[src/rtl/blockstacker_pkg.sv]
// Shared types and screen constants for the blockstacker game datapath.
package blockstacker_pkg;

    typedef enum logic [2:0] {
        INIT_DRAW,
        WAIT_TICK,
        ERASE,
        DRAW,
        STOPPED
    } motion_state_t;

    localparam int SCREEN_X_MIN = 0;
    localparam int SCREEN_X_MAX = 152;
    localparam int BLOCK_W      = 8;

    // Value driven on draw_erase: background erases, block colour draws.
    localparam logic COLOUR_BG    = 1'b1;
    localparam logic COLOUR_BLOCK = 1'b0;

endpackage

[src/rtl/block_motion_ctrl_bounce_step.sv]
// Combinational one-step horizontal move with wall bounce, evaluated one bit wider than x.
module bounce_step #(
    parameter int XW    = 8,
    parameter int X_MIN = 0,
    parameter int X_MAX = 152,
    parameter int STEP  = 4
) (
    input  logic [XW-1:0] x,
    input  logic          dir,
    output logic [XW-1:0] next_x,
    output logic          next_dir
);

    logic [XW:0] x_ext;
    logic [XW:0] sum;
    logic [XW:0] lim_lo;

    always_comb begin
        x_ext    = {1'b0, x};
        sum      = x_ext + (XW+1)'(STEP);
        lim_lo   = (XW+1)'(X_MIN + STEP);
        next_x   = x;
        next_dir = dir;
        if (dir) begin
            if (sum >= (XW+1)'(X_MAX)) begin
                next_x   = XW'(X_MAX);
                next_dir = 1'b0;
            end else begin
                next_x = sum[XW-1:0];
            end
        end else begin
            // Compare before subtracting so small x clamps instead of wrapping.
            if (x_ext <= lim_lo) begin
                next_x   = XW'(X_MIN);
                next_dir = 1'b1;
            end else begin
                next_x = x - XW'(STEP);
            end
        end
    end

endmodule

[src/rtl/block_motion_ctrl.sv]
// Moves the active block row on frame ticks via erase/draw plot requests.
// Optional BLOCK_MOTION_OVERRUN_CNT_EN adds overrun_cnt/overrun for ticks dropped while busy.
module block_motion_ctrl
    import blockstacker_pkg::*;
#(
    parameter int XW              = 8,
    parameter int X_MIN           = SCREEN_X_MIN,
    parameter int X_MAX           = SCREEN_X_MAX,
    parameter int STEP            = 4,
    parameter int FRAMES_PER_MOVE = 4
) (
    input  logic          clk,
    input  logic          resetn,
    input  logic          enable,
    input  logic          frame_tick,
    input  logic          stop,
    input  logic          draw_ack,
    output logic          draw_req,
    output logic          draw_erase,
    output logic [XW-1:0] draw_x,
    output logic [XW-1:0] x_pos,
    output logic          moving_right,
    output logic          busy,
    output logic          stopped
`ifdef BLOCK_MOTION_OVERRUN_CNT_EN
    ,
    output logic [7:0]    overrun_cnt,
    output logic          overrun
`endif
);

    localparam int CW = (FRAMES_PER_MOVE > 1) ? $clog2(FRAMES_PER_MOVE) : 1;
    localparam logic [CW-1:0] LAST_FRAME = CW'(FRAMES_PER_MOVE - 1);

    motion_state_t state;
    logic [CW-1:0] frame_cnt;
    logic          stop_pend;
    logic [XW-1:0] next_x;
    logic          next_dir;

    bounce_step #(
        .XW    (XW),
        .X_MIN (X_MIN),
        .X_MAX (X_MAX),
        .STEP  (STEP)
    ) u_bounce_step (
        .x        (x_pos),
        .dir      (moving_right),
        .next_x   (next_x),
        .next_dir (next_dir)
    );

    assign busy = (state == INIT_DRAW) || (state == ERASE) || (state == DRAW);

    always_ff @(posedge clk) begin
        if (!resetn) begin
            state        <= INIT_DRAW;
            x_pos        <= XW'(X_MIN);
            moving_right <= 1'b1;
            frame_cnt    <= '0;
            stop_pend    <= 1'b0;
            draw_req     <= 1'b0;
            draw_erase   <= COLOUR_BLOCK;
            draw_x       <= XW'(X_MIN);
            stopped      <= 1'b0;
        end else begin
            case (state)
                INIT_DRAW, DRAW: begin
                    if (stop) stop_pend <= 1'b1;
                    if (!draw_req) begin
                        draw_req   <= 1'b1;
                        draw_erase <= COLOUR_BLOCK;
                        draw_x     <= x_pos;
                    end else if (draw_ack) begin
                        draw_req <= 1'b0;
                        if (stop_pend || stop) begin
                            state   <= STOPPED;
                            stopped <= 1'b1;
                        end else begin
                            state <= WAIT_TICK;
                        end
                    end
                end
                ERASE: begin
                    if (stop) stop_pend <= 1'b1;
                    if (!draw_req) begin
                        draw_req   <= 1'b1;
                        draw_erase <= COLOUR_BG;
                        draw_x     <= x_pos;
                    end else if (draw_ack) begin
                        // New position is committed as soon as the old one is gone.
                        draw_req     <= 1'b0;
                        x_pos        <= next_x;
                        moving_right <= next_dir;
                        state        <= DRAW;
                    end
                end
                WAIT_TICK: begin
                    if (stop) begin
                        state     <= STOPPED;
                        stopped   <= 1'b1;
                        frame_cnt <= '0;
                    end else if (enable && frame_tick) begin
                        if (frame_cnt == LAST_FRAME) begin
                            frame_cnt <= '0;
                            state     <= ERASE;
                        end else begin
                            frame_cnt <= frame_cnt + 1'b1;
                        end
                    end
                end
                STOPPED: begin
                    stopped <= 1'b1;
                end
                default: begin
                    state <= INIT_DRAW;
                end
            endcase
        end
    end

`ifdef BLOCK_MOTION_OVERRUN_CNT_EN
    always_ff @(posedge clk) begin
        if (!resetn) begin
            overrun_cnt <= 8'd0;
            overrun     <= 1'b0;
        end else if (frame_tick && busy && enable) begin
            if (overrun_cnt != 8'hFF) overrun_cnt <= overrun_cnt + 8'd1;
            overrun <= 1'b1;
        end
    end
`endif

endmodule
[config.mk]
export PLATFORM = sky130hd
export DESIGN_NAME = block_motion_ctrl
export DESIGN_NICKNAME = d
export VERILOG_FILES = /design/src/rtl/blockstacker_pkg.sv /design/src/rtl/block_motion_ctrl_bounce_step.sv /design/src/rtl/block_motion_ctrl.sv
export SDC_FILE = /design/constraint.sdc
export NUM_CORES = 1
export LEC_CHECK = 0
export ABC_AREA = 0
export CELL_PAD_IN_SITES_DETAIL_PLACEMENT = 0
export CELL_PAD_IN_SITES_GLOBAL_PLACEMENT = 1
export CORE_MARGIN = 2
export CORE_UTILIZATION = 30
export DETAILED_ROUTE_END_ITERATION = 7
export GPL_TIMING_DRIVEN = 1
export MAX_ROUTING_LAYER = met4
export PLACE_DENSITY = 0.75
export SYNTH_ARGS = -nofsm -noshare
export SYNTH_HDL_FRONTEND = slang
export SYNTH_SLANG_ARGS = --single-unit
[constraint.sdc]
create_clock -name clk -period 2.3 [get_ports clk]
set_input_delay 0.46 -clock clk [delete_from_list [all_inputs] [get_ports clk]]
set_output_delay 0.46 -clock clk [all_outputs]
set_load 0.01 [all_outputs]
==> flow_summary.toml, run 1 <==
[yosys]
synth-main-ff-cell = "dfxtp_1"
syn_inst = 166
async_reset_ff_share_pct = 0
synth_edf_count = 0
synth_fa_ha_area_share_pct = 3.74
synthesis.area_um2 = 1340
synthSimpleGateAreaFrac_pct = 23.7
synthMuxAreaShare_pct = 5.24
ys_seq_area_share_pct = 32.9
synthDominantCellAreaShare_pct = 32.9
synth_top_family_by_area = "simple AND/OR/NAND/NOR gates"
yosys.area.top_type = "dfxtp_1"
postSynthAreaPerCell_um2 = 8.06
ys_seq_elements = 22
netlist-cell-type-count = 45
synth_xor_area_share_pct = 1.31
yosys_warnings = 0
synth_compound_area_share_pct = 22.8
synth_area_leaders = "dfxtp_1 (33%), nor2_1 (5.3%), a21oi_1 (5.2%)"

[clock_tree]
clk_latency_ns = 0.26
cts.sinks = 22
htree_levels = 1
cts-root-buf = "clkbuf_8"
clkTransAtPathRegs_ns = 0.08
cts_buffers = 3
cts_tree = "done"
post_cts_buffers = 0
clockBufferDepth = 2

[place]
dp.cells = 234
port_buffers = 22
dpl_cell_area_um2 = 1580
dp_hpwl_um = 2180
place_congestion = 0.887

[critical_path]
worstPathRequired_ns = 1.84
end_kind = "output pin"
startpoint_type = "register"
crit_type = "reg2out"
arrival_ns = 1.62
cp_max_fo = 8

[timing]
min_period_over_period_pct = 90.4
fin_crit_ns = 2.08
hold_violations = 0
holdWs_ns = 0.462
max_freq_mhz = 481
fin_worst_skew_ns = 0.00434
tightest_slew_ns = 0.569
setup_violations = 0
relSlewSlack_pct = 61.6
slew_viol_final = 0
rsz0062_at_grt = "false"
fin_setup_tns_ns = 0

[global_route]
grt_max_degree = 15
grt.total_usage_pct = 11.9
grt_overflow_total = 0
grt_pass1_vias = 1001
grt_pass1_wl_um = 4770
antenna_found_initial = 0

[power_and_ir_drop]
p_per_area_nw_per_um2 = 519
power_w = 0.000859
ir_drop_uv = 318
p_leak_nw = 0.635

[die]
fp.coreArea_um2 = 4320
die_y_um = 70.8
rows = 24
initial_core_util_pct = 30.9
dieArea_um2 = 5010
fp.dieW_um = 70.8
io_pins = 27

[run_status]
status = "finished clean"

[route]
route.detailed.drc = 0
wl_per_cell_um = 12.3
via_count = 1219
first_pass_iters = 5
drt-total-wl_um = 2930
drt_iter0_markers = 60
viasPerCell = 5.12
antenna_left = 0

[layout]
layout.nets = 197
syn2layout_area_growth_pct = 23.8
drive_above_1_share_pct = 9.68
final_cell_mix = "clkdlybuf4s50_1 (22), dfxtp_1 (21), nor2_1 (19), a21oi_1 (14)"
stdcell_area_um2 = 1660
layout.cells.non_filler = 238
mostFrequentLayoutCell = "clkdlybuf4s50_1"
antenna_cells = 0

[hold_path]
hold_path_class = "reg2reg"

[job]
maxCapViolCount = 0
-- layer usage --
metal  routed length (µm)  GRT usage [%]  up-vias
met3                  143           1.71        2
li1                     -              -      627
met1                 1440           16.7      547
met2                 1310           17.1       43
met4                   34           5.03        0
met5                    0              -        -
-- logic make-up after synthesis --
| group | count (synthesis) |
|---|---|
| AND/OR/NAND/NOR | 59 |
| AO/OA/AOI/OAI | 46 |
| buffers and inverters | 25 |
| flip-flops | 22 |
| multiplexers | 7 |
| adder cells (fa/ha/maj) | 4 |
| XOR/XNOR | 2 |
| other | 1 |
-- cells in the mapped netlist, drive strengths merged, types with 2 or more instances --
library cell / count
a21oi: 16
nor2: 19
buf: 12
dfxtp: 22
and2: 2
nand4: 2
o211ai: 3
nand2b: 5
nand3: 5
mux2i: 7
o21ai: 9
ha: 4
nor3: 9
nand2: 4
or3: 3
clkbuf: 3
a21o: 2
nand3b: 3
inv: 9
and3: 4
a31oi: 4
o31a: 2
-- registers in the layout, indices dropped and copies added (netlist names) --
name and count:
frame_cnt 2, x_pos 6, state 3, draw_x 6, draw_req 1, stop_pend 1, stopped 1, draw_erase 1
moving_right 1
-- final timing paths --
path / slack, ns / depth (start not counted) / endpoint / from
worst min-delay path: 0.46 / 2 / stopped$_SDFFE_PN0P_ / stopped$_SDFFE_PN0P_
worst max register to register: 0.27 / 7 / x_pos[6]$_SDFFE_PN0P_ / x_pos[2]$_SDFFE_PN0P_
worst min register to register: 0.46 / 2 / stopped$_SDFFE_PN0P_ / stopped$_SDFFE_PN0P_
worst max-delay path: 0.22 / 3 / busy / state[1]$_SDFFE_PN0P_
-- worst max-delay path, cell delays in order, from the launching register on --
cell             delay, ns
dfxtp_2               0.43
inv_1                 0.10
a21oi_2               0.24
clkdlybuf4s50_1       0.58
-- cell type report --
| type | count | area, µm² |
|---|---|---|
| clock buffers | 3 | 41.3 |
| repair buffers | 28 | 265 |
| inverters | 10 | 37.5 |
| multi-input cells | 122 | 774 |
| well taps | 52 | 65.1 |
| clock inverters | 1 | 30.0 |
| fillers | 459 | 2670 |
| flip-flops and latches | 22 | 442 |
-- timing repair --
action,4_1_cts,5_1_grt
setup endpoints to repair,0,1
hold buffers,0,0
gates resized for setup,0,1
-- stage by stage --
stage | worst slack (ns) | utilization, %
3_5_place_dp | 0.222 | 36.6
2_1_floorplan | 0.449 | -
6_report | 0.220 | 38.3
4_1_cts | 0.0894 | 38.3
3_3_place_gp | 0.221 | 36.6
5_1_grt | 0.0557 | 38.3
-- power by group --
| part | switching, W | internal (W) |
|---|---|---|
| Sequential | 0.0000133 | 0.000390 |
| Clock | 0.000132 | 0.000233 |
| Combinational | 0.0000455 | 0.0000457 |
No activity file was read; power rests on OpenSTA's default activity.
==> run 2, diff against run 1 <==
--- a/config.mk
+++ b/config.mk
@@ -8,7 +8,7 @@
 export ABC_AREA = 0
 export CELL_PAD_IN_SITES_DETAIL_PLACEMENT = 0
 export CELL_PAD_IN_SITES_GLOBAL_PLACEMENT = 1
-export CORE_MARGIN = 2
+export CORE_MARGIN = 3
 export CORE_UTILIZATION = 30
 export DETAILED_ROUTE_END_ITERATION = 7
 export GPL_TIMING_DRIVEN = 1
==> flow_summary.toml, run 2 (synthesis gave the netlist of run 1 again) <==
[timing]
fin_worst_skew_ns = 0.00228
holdWs_ns = 0.458
tightest_slew_ns = 0.588
fin_setup_tns_ns = 0
fin_crit_ns = 2.16
min_period_over_period_pct = 93.8
rsz0062_at_grt = "false"
setup_violations = 0
relSlewSlack_pct = 60.3
hold_violations = 0
max_freq_mhz = 464
slew_viol_final = 0

[clock_tree]
clkTransAtPathRegs_ns = 0.08
cts_buffers = 3
cts.sinks = 22
cts_tree = "done"
clk_latency_ns = 0.27
htree_levels = 1
cts-root-buf = "clkbuf_8"
post_cts_buffers = 0
cts_resized = 0
cts_hold_buf = 0
clockBufferDepth = 2

[place]
dpl_cell_area_um2 = 1570
dp_hpwl_um = 2350
port_buffers = 22
place_congestion = 0.877

[die]
rows = 23
dieArea_um2 = 5300
fp.dieW_um = 72.8
fp.coreArea_um2 = 4140
initial_core_util_pct = 32.3
die_y_um = 72.8
io_pins = 27

[route]
viasPerCell = 5.26
via_count = 1236
route.detailed.drc = 0
drt_iter0_markers = 71
antenna_left = 0
drt-total-wl_um = 3170
first_pass_iters = 4
wl_per_cell_um = 13.5

[critical_path]
cp_max_fo = 8
crit_end = "busy"
critPathLaunch = "state[1]$_SDFFE_PN0P_"
arrival_ns = 1.70
worstPathRequired_ns = 1.84
end_kind = "output pin"
rrSetupSlack_ns = 0.46
cpMaxStageDelayCell = "clkdlybuf4s50_1"
worstPathCellList = "inv_1, a21oi_2, clkdlybuf4s50_1"
reg2reg_from = "x_pos[2]$_SDFFE_PN0P_"
startpoint_type = "register"
reg2reg_depth = 7
crit_type = "reg2out"
slowest_delay_ns = 0.58
r2r-end = "moving_right$_SDFFE_PN1P_"

[power_and_ir_drop]
p_per_area_nw_per_um2 = 482
p_leak_nw = 0.623
power_w = 0.000785
ir_drop_uv = 254

[layout]
final_cell_mix = "dfxtp_1 (22), clkdlybuf4s50_1 (22), nor2_1 (19), a21oi_1 (14)"
top_regs = "draw_x x6, x_pos x6, state x3"
antenna_cells = 0
syn2layout_area_growth_pct = 21.7
drive_above_1_share_pct = 8.65
layout.nets = 196
fillers = 445
stdcell_area_um2 = 1630
final_util_pct = 39.3

[global_route]
antenna_found_initial = 0
grt.total_usage_pct = 12.9
grt_pass1_vias = 1149
grt_max_degree = 15
grt_pass1_wl_um = 5330
grt_overflow_total = 0

[hold_path]
hold_path_class = "reg2reg"

[run_status]
status = "finished clean"

[job]
maxCapViolCount = 0
## run 2: changes by cell type in the layout (fill, tap and decap cells not counted)
cell,before,now
dfxtp_2,1,0
dfxtp_1,21,22
clkbuf_8,3,4
bufinv_16,1,0
buf_4,6,5
## run 2: power by group
part	switching (W)	total, W	internal, W
clock network	0.000139	0.000292	0.000153
registers	0.0000139	0.000404	0.000390
logic	0.0000456	0.0000891	0.0000435
## run 2: layout make-up
class | count | area [µm²] | area share, %
clock buffer | 4 | 55.1 | 3.38
inverter | 10 | 37.5 | 2.31
multi-input combinational | 122 | 774 | 47.6
sequential | 22 | 440 | 27.1
tap | 50 | 62.6 | 3.84
timing repair buffer | 27 | 258 | 15.8
## run 2: worst min path at each step
stage	depth (start not counted)	from	slack (ns)	endpoint
after floorplan	2	frame_cnt[1]$_SDFFE_PN0P_	0.45	frame_cnt[1]$_SDFFE_PN0P_
after global placement	2	stopped$_SDFFE_PN0P_	0.45	stopped$_SDFFE_PN0P_
after detailed placement	2	stopped$_SDFFE_PN0P_	0.44	stopped$_SDFFE_PN0P_
after CTS	2	stopped$_SDFFE_PN0P_	0.46	stopped$_SDFFE_PN0P_
after global routing	2	stopped$_SDFFE_PN0P_	0.49	stopped$_SDFFE_PN0P_
final	2	stopped$_SDFFE_PN0P_	0.46	stopped$_SDFFE_PN0P_
## run 2: layer usage
metal	wire (µm)	GRT usage, %
met5	0	-
met4	72	6.35
met3	98	0.964
met2	1460	19.6
met1	1540	17.2
## run 2: through the flow
step	std cells	setup slack, ns
after floorplan	169	0.449
after global placement	231	0.160
after detailed placement	231	0.129
after CTS	235	0.122
after global routing	235	0.0324
final	235	0.143
## run 2: critical path: cells and delay by family, from the launching register on
| kind | cells | cell delay (ns) |
|---|---|---|
| buffers and inverters | 2 | 0.71 |
| AO/OA/AOI/OAI | 1 | 0.23 |
| flip-flops | 1 | 0.49 |
==> variant 1 (config.mk and constraints of run 1) <==
`FRAMES_PER_MOVE`: 4 -> 8.
--- a/src/rtl/block_motion_ctrl.sv
+++ b/src/rtl/block_motion_ctrl.sv
@@ -8,5 +8,5 @@
     parameter int X_MAX           = SCREEN_X_MAX,
     parameter int STEP            = 4,
-    parameter int FRAMES_PER_MOVE = 4
+    parameter int FRAMES_PER_MOVE = 8
 ) (
     input  logic          clk,
Behaviour: not the same (a bounded check fails within 10 cycles, from zero or initial values and one cycle with resetn low).
==> variant 1 against run 1 <==
- non-clock buffer count up 3
- total power down 13%
- largest power group unchanged
- routed wire length grew 21%
- worst setup slack lost 0.052 ns
- sequential power is 3% higher
- design area is 7.6% higher
- core utilization down 0.33 points
- clock skew fell by 0.0026 ns
- synthesized cell count rose by 9.6%
- area after synthesis grew 8.8%
- sequential cell count rose by 1
- clock power decreased by 31%
==> variant 1: results (changes against run 1) <==
Parameter                              Value

Place
  Final HPWL DP    2614 microns (was 2182 microns)
  Worst setup slack before clock tree synthesis    0.1342 ns (was 0.2222 ns)
  Placer Congestion    0.8678 (was 0.8865)

Drt
  Vias per inst    5.266 (was 5.122)
  Starting DRT DRC Count    81 (was 60)
  Routed WL    3556 microns (was 2928 microns)

Critical path
  Register-to-Register Path Depth    6 (was 7)
  Critical path peak fanout    6 (was 8)
  Data arrival time of the critical path    1.67 ns (was 1.62 ns)
  Cell with the largest stage delay on the worst path    sky130_fd_sc_hd__clkdlybuf4s50_1 (unchanged)

Global routing
  Vias in the first global route    1,252 (was 1,001)
  Maximum number of pins on one net before global-route repair    17 (was 15)
  Gr usage total    14.21% (was 11.92%)
  First-pass GRT wire length    5927 microns (was 4767 microns)

Timing
  Setup clock skew after layout    0.001785 ns (was 0.004340 ns)
  Slew @ Worst Pin    0.5364 ns (was 0.5686 ns)

Cells and area
  Ratio of cells with drive above 1 in the final layout    13.17% (was 9.677%)
  Number of nets in the final layout    217 (was 197)
  Regs by FF count    draw_x (6), x_pos (6) (was draw_x (6), x_pos (6), state (3))
  Filler cell count in the final layout    508 (was 459)

Run status
  Result of the run    complete, no violations (unchanged)

CTS
  Post-CTS setup buffer count    0 (unchanged)
  Clock root buffer master    sky130_fd_sc_hd__clkbuf_8 (unchanged)

Synth
  Cell types with the highest counts after synthesis    23 x sky130_fd_sc_hd__dfxtp_1, 18 x sky130_fd_sc_hd__nor2_1, 17 x sky130_fd_sc_hd__a21oi_1, 16 x sky130_fd_sc_hd__nand2_1, 12 x sky130_fd_sc_hd__nand3_1 (was 22 x sky130_fd_sc_hd__dfxtp_1, 19 x sky130_fd_sc_hd__nor2_1, 14 x sky130_fd_sc_hd__a21oi_1)
  Synth cell types    55 (was 45)
  Cells taking the most area after synthesis    sky130_fd_sc_hd__dfxtp_1 32%, sky130_fd_sc_hd__a21oi_1 5.8%, sky130_fd_sc_hd__nor2_1 4.6% (was sky130_fd_sc_hd__dfxtp_1 33%, sky130_fd_sc_hd__nor2_1 5.3%, sky130_fd_sc_hd__a21oi_1 5.2%)
  Fraction of the yosys area taken by sequential cells    31.64% (was 32.93%)
  Synth async-reset ratio    0% (unchanged)

Power and ir drop
  Max VDD drop    0.1909 mV (was 0.3176 mV)
  Static leakage power    0.6345 nW (was 0.6350 nW)
==> variant 1: logic make-up (layout without fill, tap and decap cells) <==
kind of cell	Yosys count	count (layout)	share of synthesized area [%]
and+or+nand+nor	78	78	28.46
AOI/OAI and AO/OA	50	50	23.99
DFF	23	23	31.64
buffers and inverters	19	39	7.051
adders and majority gates	5	5	4.299
muxes	4	4	3.095
xor gates and xnor gates	2	2	1.204
other	1	4	0.2577
==> variant 1: cell type report <==
type                            count  area share [%]
Tap cell                           54           3.795
Multi-Input combinational cell    143           50.74
Clock inverter                      1          0.2811
Timing Repair Buffer               31           16.16
Sequential cell                    23           25.86
Clock buffer                        3           2.319
Inverter                            4          0.8433
==> variant 1: per-layer routing <==
layer	track usage (%)	vias up	routed length [microns]
li1	-	697	-
met1	18.68	634	1732
met2	22.92	29	1667
met3	1.783	4	126
met4	4.040	0	28
met5	-	-	0
==> variant 1: path summary, 6_finish.rpt <==
check                              start  slack (ns)       end
worst max register to register  x_pos[3]        0.45  x_pos[7]
worst min register to register   stopped        0.45   stopped
worst min-delay path             stopped        0.45   stopped
worst max-delay path            state[1]        0.17      busy
==> variant 1: worst min-delay path: stages (launching register included) <==
cell	delay [ns]
sky130_fd_sc_hd__dfxtp_1	0.31
sky130_fd_sc_hd__inv_1	0.05
sky130_fd_sc_hd__a21oi_1	0.05
==> variant 1: power breakdown <==
| part | internal (mW) | leakage [nW] | switching (mW) |
|---|---|---|---|
| Combinational | 0.0339 | 0.423 | 0.0444 |
| Sequential | 0.406 | 0.186 | 0.0113 |
| Clock | 0.121 | 0.0255 | 0.129 |
==> variant 1: per-stage QoR <==
stage / cell area, sq um / power, mW / utilization (%) / instances
floorplan: 1466 / 0.4727 / - / 185
global placement: 1734 / 0.5057 / 36.96 / 255
detailed placement: 1734 / 0.5058 / 36.96 / 255
CTS: 1780 / 0.7626 / 37.95 / 259
global route: 1780 / 0.7853 / 37.95 / 259
finish: 1780 / 0.7459 / 37.95 / 259
==> variant 2 (flow settings as in run 1) <==
Made on the original files. Encoding of `motion_state_t`: now one-hot (5 bits for 5 states).
--- a/src/rtl/blockstacker_pkg.sv
+++ b/src/rtl/blockstacker_pkg.sv
@@ -2,10 +2,10 @@
 package blockstacker_pkg;
 
-    typedef enum logic [2:0] {
-        INIT_DRAW,
-        WAIT_TICK,
-        ERASE,
-        DRAW,
-        STOPPED
+    typedef enum logic [4:0] {
+        INIT_DRAW = 5'b00001,
+        WAIT_TICK = 5'b00010,
+        ERASE     = 5'b00100,
+        DRAW      = 5'b01000,
+        STOPPED   = 5'b10000
     } motion_state_t;
 
Behaviour: no difference found for any inputs over 10 cycles, from zero or initial values and one cycle with resetn low; not proved beyond that.
==> variant 2 against run 1 <==
- first-iteration DRC count shrank 13%
- area after synthesis is 4.4% higher
- sequential cell count rose by 2
- global-route usage rose by 1.4 points
- die area grew 4.2%
- synthesized cell count rose by 4.8%
- register-to-register slack improved by 0.13 ns
- worst setup slack worse by 0.054 ns
- design area up 3.7%
- critical path type unchanged
- routed wire length increased by 10%
Power is not compared: it rests on default switching activity, and its combinational part moved more than twofold at a synthesized area within 25%.
==> variant 2: results (changes against run 1) <==
Parameter                              Value

Run status
  Result of the run    complete, no violations (unchanged)

Global routing
  Met2 GRT Util    18.65% (was 17.13%)
  Maximum number of pins on one net before global-route repair    18 (was 15)
  Number of antenna violations at the first check in global routing    0 (unchanged)
  Met1 track demand over resource in global routing    19.24% (was 16.67%)
  Gr usage total    13.32% (was 11.92%)
  Vias in the first global route    1,138 (was 1,001)
  First-pass GRT wire length    5437 microns (was 4767 microns)
  Met3 layer usage reported by global route    3.194% (was 1.709%)

Timing
  Setup clock skew after layout    0.01164 ns (was 0.004340 ns)
  Rel. slew slack    66.46% (was 61.56%)
  Worst hold-check slack    0.4773 ns (was 0.4624 ns)

Drt
  Detail-routed net length per standard cell    13.04 microns (was 12.30 microns)
  Starting DRT DRC Count    52 (was 60)
  TritonRoute pass-1 iters    4 (was 5)
  Overall via count from detail_route    1,265 (was 1,219)

Synth
  Post-synthesis compound-gate area fraction    22.40% (was 22.83%)
  Mux cell area share after synthesis    5.018% (was 5.239%)
  Yosys synthesis warning count    0 (unchanged)
  Fraction of the yosys area taken by sequential cells    34.41% (was 32.93%)
  Post-Synth Adder-Cell Area    3.584% (was 3.742%)
  Share of the synthesized netlist area taken by xor and xnor gates    3.763% (was 1.310%)
  Synth cell types    47 (was 45)
  Cells taking the most area after synthesis    sky130_fd_sc_hd__dfxtp_1 34%, sky130_fd_sc_hd__mux2i_1 5.0%, sky130_fd_sc_hd__a21oi_1 4.3% (was sky130_fd_sc_hd__dfxtp_1 33%, sky130_fd_sc_hd__nor2_1 5.3%, sky130_fd_sc_hd__a21oi_1 5.2%)
  Cell types with the highest counts after synthesis    24 x sky130_fd_sc_hd__dfxtp_1, 16 x sky130_fd_sc_hd__nor2_1, 13 x sky130_fd_sc_hd__nand2_1, 12 x sky130_fd_sc_hd__a21oi_1, 12 x sky130_fd_sc_hd__nand3_1 (was 22 x sky130_fd_sc_hd__dfxtp_1, 19 x sky130_fd_sc_hd__nor2_1, 14 x sky130_fd_sc_hd__a21oi_1)

Critical path
  Critical path peak fanout    5 (was 8)
  Reg2Reg Setup Slack    0.40 ns (was 0.27 ns)
  CP Capture Point    busy (unchanged)
  Register-to-Register Path Depth    6 (was 7)
  Reg-to-reg critical path endpoint    x_pos[3] (was x_pos[6])
  Critical path startpoint    state[3] (was state[1])
  Data arrival time of the critical path    1.67 ns (was 1.62 ns)
  Slowest Stage Delay on Critical Path    0.54 ns (was 0.58 ns)

Cells and area
  Filler cell count in the final layout    467 (was 459)
  Ratio of cells with drive above 1 in the final layout    8.163% (was 9.677%)
  Number of nets in the final layout    208 (was 197)
  Regs by FF count    draw_x (6), x_pos (6), state (5) (was draw_x (6), x_pos (6), state (3))

Place
  Placed standard-cell area    1675 sq um (was 1583 sq um)
  Final HPWL DP    2342 microns (was 2182 microns)
  Placer Congestion    0.8697 (was 0.8865)

CTS
  Clock root buffer master    sky130_fd_sc_hd__clkbuf_8 (unchanged)
  Clock-pin slew reported for the worst setup and hold paths after clock tree synthesis    0.09 ns
  H-tree lvl count    1 (unchanged)
## variant 2: cell count changes in the layout (fill, tap and decap cells not counted), sizes merged, moves of 3 or more
cell / run 1 / this run
o21ai: 9 / 12
or3: 3 / 0
nand2: 4 / 13
nand3: 5 / 12
nor2: 19 / 16
nand2b: 5 / 1
a21oi: 16 / 12
## variant 2: per-layer routing
layer	routed length, microns	vias up
met4	23	0
met5	0	-
met3	136	2
met1	1697	566
li1	-	665
met2	1377	32
## variant 2: kinds of logic after synthesis
family / Yosys count
compound gates: 46
xor+xnor: 6
fa+ha+maj: 4
buf+inv: 21
flops: 24
mux: 7
other cells: 1
simple gates: 65
## variant 2: cell type report
cell class | instances | area share [%]
clock buffers | 3 | 2.405
multi-input cells | 132 | 48.18
repair buffers | 29 | 15.89
inverters | 8 | 1.749
well taps | 52 | 3.790
flip-flops and latches | 24 | 27.99
## variant 2: critical path: cells and delay by family (launching register included)
family          cells  cell delay [ns]
xor+xnor            1             0.24
flops               1             0.41
compound gates      1             0.11
buf+inv             2             0.64
## variant 2: where the power goes
group	total [mW]	internal, mW	switching (mW)
clock network	0.250	0.117	0.133
registers	0.485	0.447	0.0378
logic	0.383	0.183	0.200
total	1.12	0.747	0.370
## variant 2: stage by stage
| stage | cells | setup WS [ns] |
|---|---|---|
| final | 248 | 0.1654 |
| after global routing | 248 | 0.04111 |
| after CTS | 248 | 0.1493 |
| after detailed placement | 245 | 0.2536 |
| after global placement | 245 | 0.2983 |
| after floorplan | 177 | 0.4257 |
## variant 2: worst min path at each step
| stage | start | to | cells after the start |
|---|---|---|---|
| final | stopped | stopped | 1 |
| after global routing | stopped | stopped | 1 |
| after CTS | stopped | stopped | 1 |
| after detailed placement | stopped | stopped | 1 |
| after global placement | stopped | stopped | 1 |
| after floorplan | frame_cnt[1] | frame_cnt[1] | 2 |
